===== src/rtl/io_out_pkg.sv =====
// io_out_pkg: shared widths and entry field offsets for the io_out output buffer.
// Entries are packed as {addr, data[, ts]} with ts in the low bits when IO_OUT_TS_EN is defined.
// Optional feature macro: IO_OUT_TS_EN (adds a per-entry timestamp field).
package io_out_pkg;
`ifdef IO_OUT_TS_EN
    localparam int TS_ON = 1;
`else
    localparam int TS_ON = 0;
`endif
    function automatic int ptr_w(input int n);
        return (n > 1) ? $clog2(n) : 1;
    endfunction
    function automatic int entry_w(input int nb, input int aw);
        return aw + nb + TS_ON * nb;
    endfunction
    function automatic int data_lsb(input int nb);
        return TS_ON * nb;
    endfunction
    function automatic int addr_lsb(input int nb);
        return data_lsb(nb) + nb;
    endfunction
    localparam int ENTRY_W = entry_w(32, ptr_w(8));
endpackage


===== src/rtl/io_out_mem.sv =====
// io_out_mem: DEPTH x W register array, synchronous write, combinational read.
// Ports: clk; we/waddr/wdata write port; raddr/rdata asynchronous read port.
module io_out_mem
    import io_out_pkg::*;
#(
    parameter int DEPTH = 8,
    parameter int W     = ENTRY_W
) (
    input  logic                    clk,
    input  logic                    we,
    input  logic [ptr_w(DEPTH)-1:0] waddr,
    input  logic [W-1:0]            wdata,
    input  logic [ptr_w(DEPTH)-1:0] raddr,
    output logic [W-1:0]            rdata
);
    logic [W-1:0] mem [DEPTH];
    always_ff @(posedge clk)
        if (we) mem[waddr] <= wdata;
    assign rdata = mem[raddr];
endmodule


===== src/rtl/io_out_buf.sv =====
// io_out_buf: FIFO between core OUT writes and a valid/ready peripheral consumer.
// Ports: clk, rst (sync, active-high); out_en/addr_out/data_out core write side;
// m_valid/m_addr/m_data/m_ready first-word-fall-through head; full/afull/count status;
// ovf sticky overflow with ovf_clr. With IO_OUT_TS_EN: m_ts head timestamp.
module io_out_buf
    import io_out_pkg::*;
#(
    parameter int NUBITS = 32,
    parameter int NUIOOU = 8,
    parameter int FDEPTH = 8,
    parameter int AFULL  = 6
) (
    input  logic                      clk,
    input  logic                      rst,
    input  logic                      out_en,
    input  logic [ptr_w(NUIOOU)-1:0]  addr_out,
    input  logic [NUBITS-1:0]         data_out,
    output logic                      m_valid,
    output logic [ptr_w(NUIOOU)-1:0]  m_addr,
    output logic [NUBITS-1:0]         m_data,
`ifdef IO_OUT_TS_EN
    output logic [NUBITS-1:0]         m_ts,
`endif
    input  logic                      m_ready,
    output logic                      full,
    output logic                      afull,
    output logic [$clog2(FDEPTH):0]   count,
    output logic                      ovf,
    input  logic                      ovf_clr
);
    localparam int AW = ptr_w(NUIOOU);
    localparam int PW = ptr_w(FDEPTH);
    localparam int CW = $clog2(FDEPTH) + 1;
    localparam int EW = entry_w(NUBITS, AW);
    localparam int DL = data_lsb(NUBITS);
    localparam int AL = addr_lsb(NUBITS);
    logic [PW-1:0] wp, rp;
    logic [EW-1:0] wdata, rdata;
    logic pop, acc;
    assign pop   = m_valid & m_ready;
    // a full FIFO still accepts a push when the head leaves in the same cycle
    assign acc   = out_en & (~full | pop);
    assign m_valid = count != '0;
    assign full    = count == CW'(FDEPTH);
    assign afull   = count >= CW'(AFULL);
    assign m_addr  = m_valid ? rdata[AL +: AW] : '0;
    assign m_data  = m_valid ? rdata[DL +: NUBITS] : '0;
`ifdef IO_OUT_TS_EN
    logic [NUBITS-1:0] ts;
    always_ff @(posedge clk)
        ts <= rst ? '0 : ts + NUBITS'(1);
    assign wdata = {addr_out, data_out, ts};
    assign m_ts  = m_valid ? rdata[0 +: NUBITS] : '0;
`else
    assign wdata = {addr_out, data_out};
`endif
    always_ff @(posedge clk) begin
        if (rst) begin
            wp    <= '0;
            rp    <= '0;
            count <= '0;
            ovf   <= 1'b0;
        end else begin
            wp    <= acc ? wp + PW'(1) : wp;
            rp    <= pop ? rp + PW'(1) : rp;
            count <= count + CW'(acc) - CW'(pop);
            // a new overflow wins over a clear in the same cycle
            ovf   <= (out_en & ~acc) | (ovf & ~ovf_clr);
        end
    end
    io_out_mem #(.DEPTH(FDEPTH), .W(EW)) u_mem (
        .clk   (clk),
        .we    (acc & ~rst),
        .waddr (wp),
        .wdata (wdata),
        .raddr (rp),
        .rdata (rdata)
    );
endmodule


===== config.mk =====
export PLATFORM = sky130hd
export DESIGN_NAME = io_out_buf
export DESIGN_NICKNAME = d
export VERILOG_FILES = /design/src/rtl/io_out_pkg.sv /design/src/rtl/io_out_mem.sv /design/src/rtl/io_out_buf.sv
export SDC_FILE = /design/constraint.sdc
export NUM_CORES = 1
export LEC_CHECK = 0
export BUFFER_PORTS_ARGS = -buffer_cell sky130_fd_sc_hd__buf_2
export CAP_MARGIN = 20
export CORE_MARGIN = 2
export CORE_UTILIZATION = 59
export DETAILED_ROUTE_END_ITERATION = 12
export GPL_TIMING_DRIVEN = 0
export PLACE_DENSITY = 0.86
export REMOVE_ABC_BUFFERS = 1
export SLEW_MARGIN = 5
export SYNTH_ARGS = -nofsm -noshare
export SYNTH_HDL_FRONTEND = slang
export SYNTH_SLANG_ARGS = --single-unit

===== constraint.sdc =====
create_clock -name clk -period 7.62 [get_ports clk]
set_input_delay 1.524 -clock clk [delete_from_list [all_inputs] [get_ports clk]]
set_output_delay 1.524 -clock clk [all_outputs]
set_load 0.02 [all_outputs]

== Yosys cells after proc, flatten, opt, wreduce, memory -nomap -nowiden ==
Memory sizes are Yosys's and may differ from the RTL's. A register that Yosys moved wholly into a read port is not among the register bits.
Index checks and enable logic that the tools add are counted.

* Reductions and logical operators: 1
* Add/subtract/negate cells: 4
* Bitwise logic cells: 11
* Mux-type cells: 6
* Equality and inequality tests: 1
* Magnitude comparators: 1

{| class="wikitable"
|+ Operators with widths
! cell !! count
|-
| $mux W32 || 1
|-
| $mux W3 || 3
|-
| $add A3 B1 Y3 const B || 2
|-
| $and A1 B1 Y1 || 5
|-
| $add A4 B1 Y4 || 1
|-
| $eq A4 B4 Y1 const B || 1
|-
| $ge A4 B3 Y1 const B || 1
|-
| $not A1 Y1 || 4
|-
| $reduce_bool A4 Y1 || 1
|-
| $sub A4 B1 Y4 || 1
|-
| $mux W1 || 2
|-
| $or A1 B1 Y1 || 2
|}

* Memories: 1
* RAM bits: 280
* Input port bits: 40
* Register bits: 11
* Word-level logic and storage cells: 29

{| class="wikitable"
|+ Memory list
! memory !! depth !! width !! rd ports !! clocked after memory_dff !! wr ports !! line !! RTL
|-
| u_mem.mem || 8 || 35 || 1 || 1 || 1 || io_out_mem.sv:16 || <nowiki>logic [W-1:0] mem [DEPTH];</nowiki>
|}

== Depth between registers and ports, before layout ==
* Word-level depth: 7
* Mapped depth: 11
* Depth with buffers taken out: 10

== By module ==
From an unflattened synthesis, not the netlist that was laid out.

* Cells, all modules: 540
* Area total of the unflattened synthesis: 11792.6 µm²

{| class="wikitable"
|+ By module, submodules not included
! module !! area an instance (µm²) !! seq. area each (µm²) !! cells an instance !! times used
|-
| io_out_mem || 10835.4 || 8408.1 || 418 || 1
|-
| io_out_buf || 957.2 || 220.2 || 122 || 1
|}

== Least setup slack after synthesis ==
Ideal clock, no wire load.

* Path kind: input-to-reg
* Start: input m_ready
* End: memory u_mem.mem[0][0] in the netlist's numbering, enable pin
* Buffers on the path: 0
* Required time: 7.093 ns
* Path slack: 1.413 ns
* Library setup time: 0.527 ns
* Stages on the path: 3
* Arrival: 5.680 ns
* Path through: nor2b_1 > o21ai_0 > nor4b_1

* Longest elaborated chain between the ends: 6

{| class="wikitable"
|+ Ends and longest elaborated chain
! what !! line !! RTL
|-
| start: declaration || io_out_buf.sv:24 || <nowiki>input logic m_ready,</nowiki>
|-
| $and A1 B1 Y1 || io_out_buf.sv:40 || <nowiki>assign pop = m_valid & m_ready;</nowiki>
|-
| $or A1 B1 Y1 || io_out_buf.sv:42 || <nowiki>assign acc = out_en & (~full | pop);</nowiki>
|-
| $and A1 B1 Y1 || io_out_buf.sv:42 ||
|-
| $and A1 B1 Y1 || io_out_buf.sv:73 || <nowiki>.we (acc & ~rst),</nowiki>
|-
| $mux W1 || io_out_mem.sv:18 || <nowiki>if (we) mem[waddr] <= wdata;</nowiki>
|-
| $mux W1 (implied by the code) || io_out_mem.sv:18 ||
|-
| end: declaration || io_out_mem.sv:16 ||
|}

No other way between the ends.

==> out/results.tsv <==
stage	metric	value	unit
critical_path	worstSetupPathType	flop to output pin	
critical_path	critPathMaxStageDelay	0.84	ns
placement	finalWeightedCongestion	0.7415	
logic_synthesis	yosys.area_share.simple	1.767	%
logic_synthesis	synth_edf_count	280	
logic_synthesis	synth-compound-area-share	3.701	%
placement	place_area	0.01230	mm²
die	coreArea	0.01871	mm²
placement	io_buffers	82	
pwr	power.density	324.1	mW/mm²
grt	gr-total-overflow	0	
critical_path	required	6.10	ns
timing	fmax	233.3	MHz
cells_and_area	multi_input_area	0.002425	mm²
logic_synthesis	synth_ff_type	edfxtp_1	
route	vias	5664	
die	row_count	50	
cells_and_area	syn_to_final_growth	16.78	%
logic_synthesis	synth_top_family_by_area	multiplexers	
critical_path	crit_path_start_kind	flop	
clock_network	cts_resized	0	
critical_path	crit_buf_inv	2	
grt	grt_pass1_wl	35.64	mm
grt	antenna_found_initial	3	
run	drv_cap	0	
die	io_pins	83	
cells_and_area	drive_gt1_share	39.44	%
route	drt_first_iter_violations	502	
cells_and_area	fill_cells	1071	
clock_network	root_buffer	clkbuf_16	
timing	period_share	56.25	%
timing	slew_headroom	35.08	%
die	die-area	0.02020	mm²
logic_synthesis	synth_fa_ha_area_share	1.067	%
logic_synthesis	yosysUniqueCellTypes	38	
die	dieWidth	142.1	µm
outcome	status	finished, final reports clean	
timing	final_max_slew_viol_count	0	
clock_network	cts_hold_repair.buffers	0	
route	routed_wl	23.94	mm
timing	clock_skew	0.007549	ns
logic_synthesis	yosys_warnings	0	
critical_path	path_max_fanout	36	
clock_network	cts_max_level	1	
timing	setup_viol_count_final	0	
grt	grt_pass1_vias	5996	
cells_and_area	final_common_cell	edfxtp_1	
logic_synthesis	synth.area.mux_share	14.43	%
logic_synthesis	syn_area	0.01126	mm²
critical_path	crit_path_cell_trace	buf_16 > mux4_2 > a22o_1 > buf_2	
route	ant_nets	0	
clock_network	clk_latency	0.54	ns
pwr	p_total	4260	µW
die	start_util	60.18	%
logic_synthesis	synth_area_per_cell	22.60	µm²
timing	hold_violations	0	
route	first_pass_iters	5	
pwr	worst_ir_drop_vdd	0.2274	mV
timing	grt_setup_unrepaired	false	
grt	grt_max_degree	37	
critical_path	cpMaxStageDelayCell	dfxtp_4	
logic_synthesis	synth_cells	498	
critical_path	critPathTopFamily	flip-flops	
clock_network	cts.path.max_buffers	3	
route	drc	0	
min_path	hold_path.class	flop to flop	
route	via_per_inst	6.436	
timing	finalCriticalPeriod	4.286	ns
clock_network	cts_made_buffers	28	
clock_network	cts_setup_buffers	0	
critical_path	critPathCaptureType	output pin	
die	dieHeight	142.1	µm
clock_network	cts_tree	done	
logic_synthesis	async_flop_share	0	%
cells_and_area	regArea	0.008696	mm²
logic_synthesis	synth_xor_area_share	0.07780	%
pwr	p_leak	0.004429	µW
clock_network	cts.sinks	294	
placement	dp.final_hpwl	15.22	mm
clock_network	clk_pin_slew	0.06	ns
cells_and_area	layout.nets	676	
cells_and_area	final_cell_area	0.01315	mm²
cells_and_area	final_cell_mix	280 x edfxtp_1, 82 x buf_2, 70 x mux4_2	
critical_path	worst_ep_arrival_time	2.76	ns
grt	track_usage	24.49	%
logic_synthesis	synth.yosys.seq_area_share	77.18	%
logic_synthesis	ys_ff_latch	294	
timing	worst_pin_slew	0.9685	ns
route	routedWlPerCell	27.20	µm
-- per-stage QoR --
stage               setup slack [ns]  hold WS, ns  std cells  util [%]  setup TNS [ns]
floorplan                      1.412       0.4641        472         -               0
global placement              -2.236       0.4724        788     63.05         -257.20
CTS                            3.251       0.4932        878     70.25               0
global route                   3.150       0.5222        880     70.28               0
finish                         3.334       0.4884        880     70.28               0
detailed placement             3.301       0.4800        831     65.73               0
-- synthesized netlist by cell type (3+ instances only) --
| library cell | instances | share of area [%] |
|---|---|---|
| dfxtp_1 | 14 | 2.5 |
| mux4_2 | 70 | 14 |
| a21oi_1 | 4 | 0.18 |
| nor2_1 | 8 | 0.27 |
| a22o_1 | 35 | 2.7 |
| buf_4 | 3 | 0.20 |
| nor4_1 | 3 | 0.17 |
| nor2b_1 | 5 | 0.28 |
| ha_1 | 8 | 0.89 |
| clkbuf_1 | 12 | 0.40 |
| buf_6 | 7 | 0.70 |
| buf_2 | 4 | 0.18 |
| nand2b_1 | 4 | 0.22 |
| o21ai_0 | 5 | 0.22 |
| edfxtp_1 | 280 | 75 |
| nor3_1 | 3 | 0.13 |
| inv_1 | 8 | 0.27 |
-- metal layers --
layer / vias up / global-route usage [%] / part of all wire (%)
li1: 2373 / - / -
met3: 48 / 4.374 / 7.1
met1: 2929 / 32.73 / 38
met5: - / 0 / 0
met2: 314 / 40.76 / 52
met4: 0 / 9.842 / 2.9
-- where the power goes --
part / switching, µW / internal [µW]
sequential: 87.2 / 1840
clock: 562 / 723
combinational: 584 / 466
-- cell families after synthesis --
logic type | count (synthesis)
AO/OA/AOI/OAI | 51
XOR/XNOR | 1
adder cells (fa/ha/maj) | 9
buffers and inverters | 35
flip-flops | 294
multiplexers | 74
AND/OR/NAND/NOR | 34
-- final cells by class --
| type | instances | area share [%] |
|---|---|---|
| tap | 234 | 2.227 |
| clock buffer | 33 | 5.634 |
| antenna | 2 | 0.03807 |
| timing repair buffer | 125 | 6.453 |
| sequential | 294 | 66.15 |
| clock inverter | 14 | 0.7995 |
| multi-input combinational | 169 | 18.44 |
| inverter | 9 | 0.2570 |
-- registers in the layout (all words and copies together), names as in the netlist, named ones only --
name       count
rp             3
count          4
u_mem.mem    280
ovf            1
wp             3
-- tightest hold or removal path: cells and delay by family, from the launching register on --
kind	cells	cell delay (ns)
AND/OR/NAND/NOR	1	0.06
flip-flops	1	0.31
AO/OA/AOI/OAI	1	0.07
-- path summary, 6_finish.rpt --
check	from	end	slack [ns]	cells past startpoint
min reg2reg	ovf$_SDFF_PP0_	ovf$_SDFF_PP0_	0.49	2
max reg2reg	count[2]$_SDFF_PP0_	u_mem.mem[5][23]$_DFFE_PP_	4.20	9
max	flop	m_addr[0]	3.33	4
min	ovf$_SDFF_PP0_	ovf$_SDFF_PP0_	0.49	2
Power figures use the tool's default switching activity.
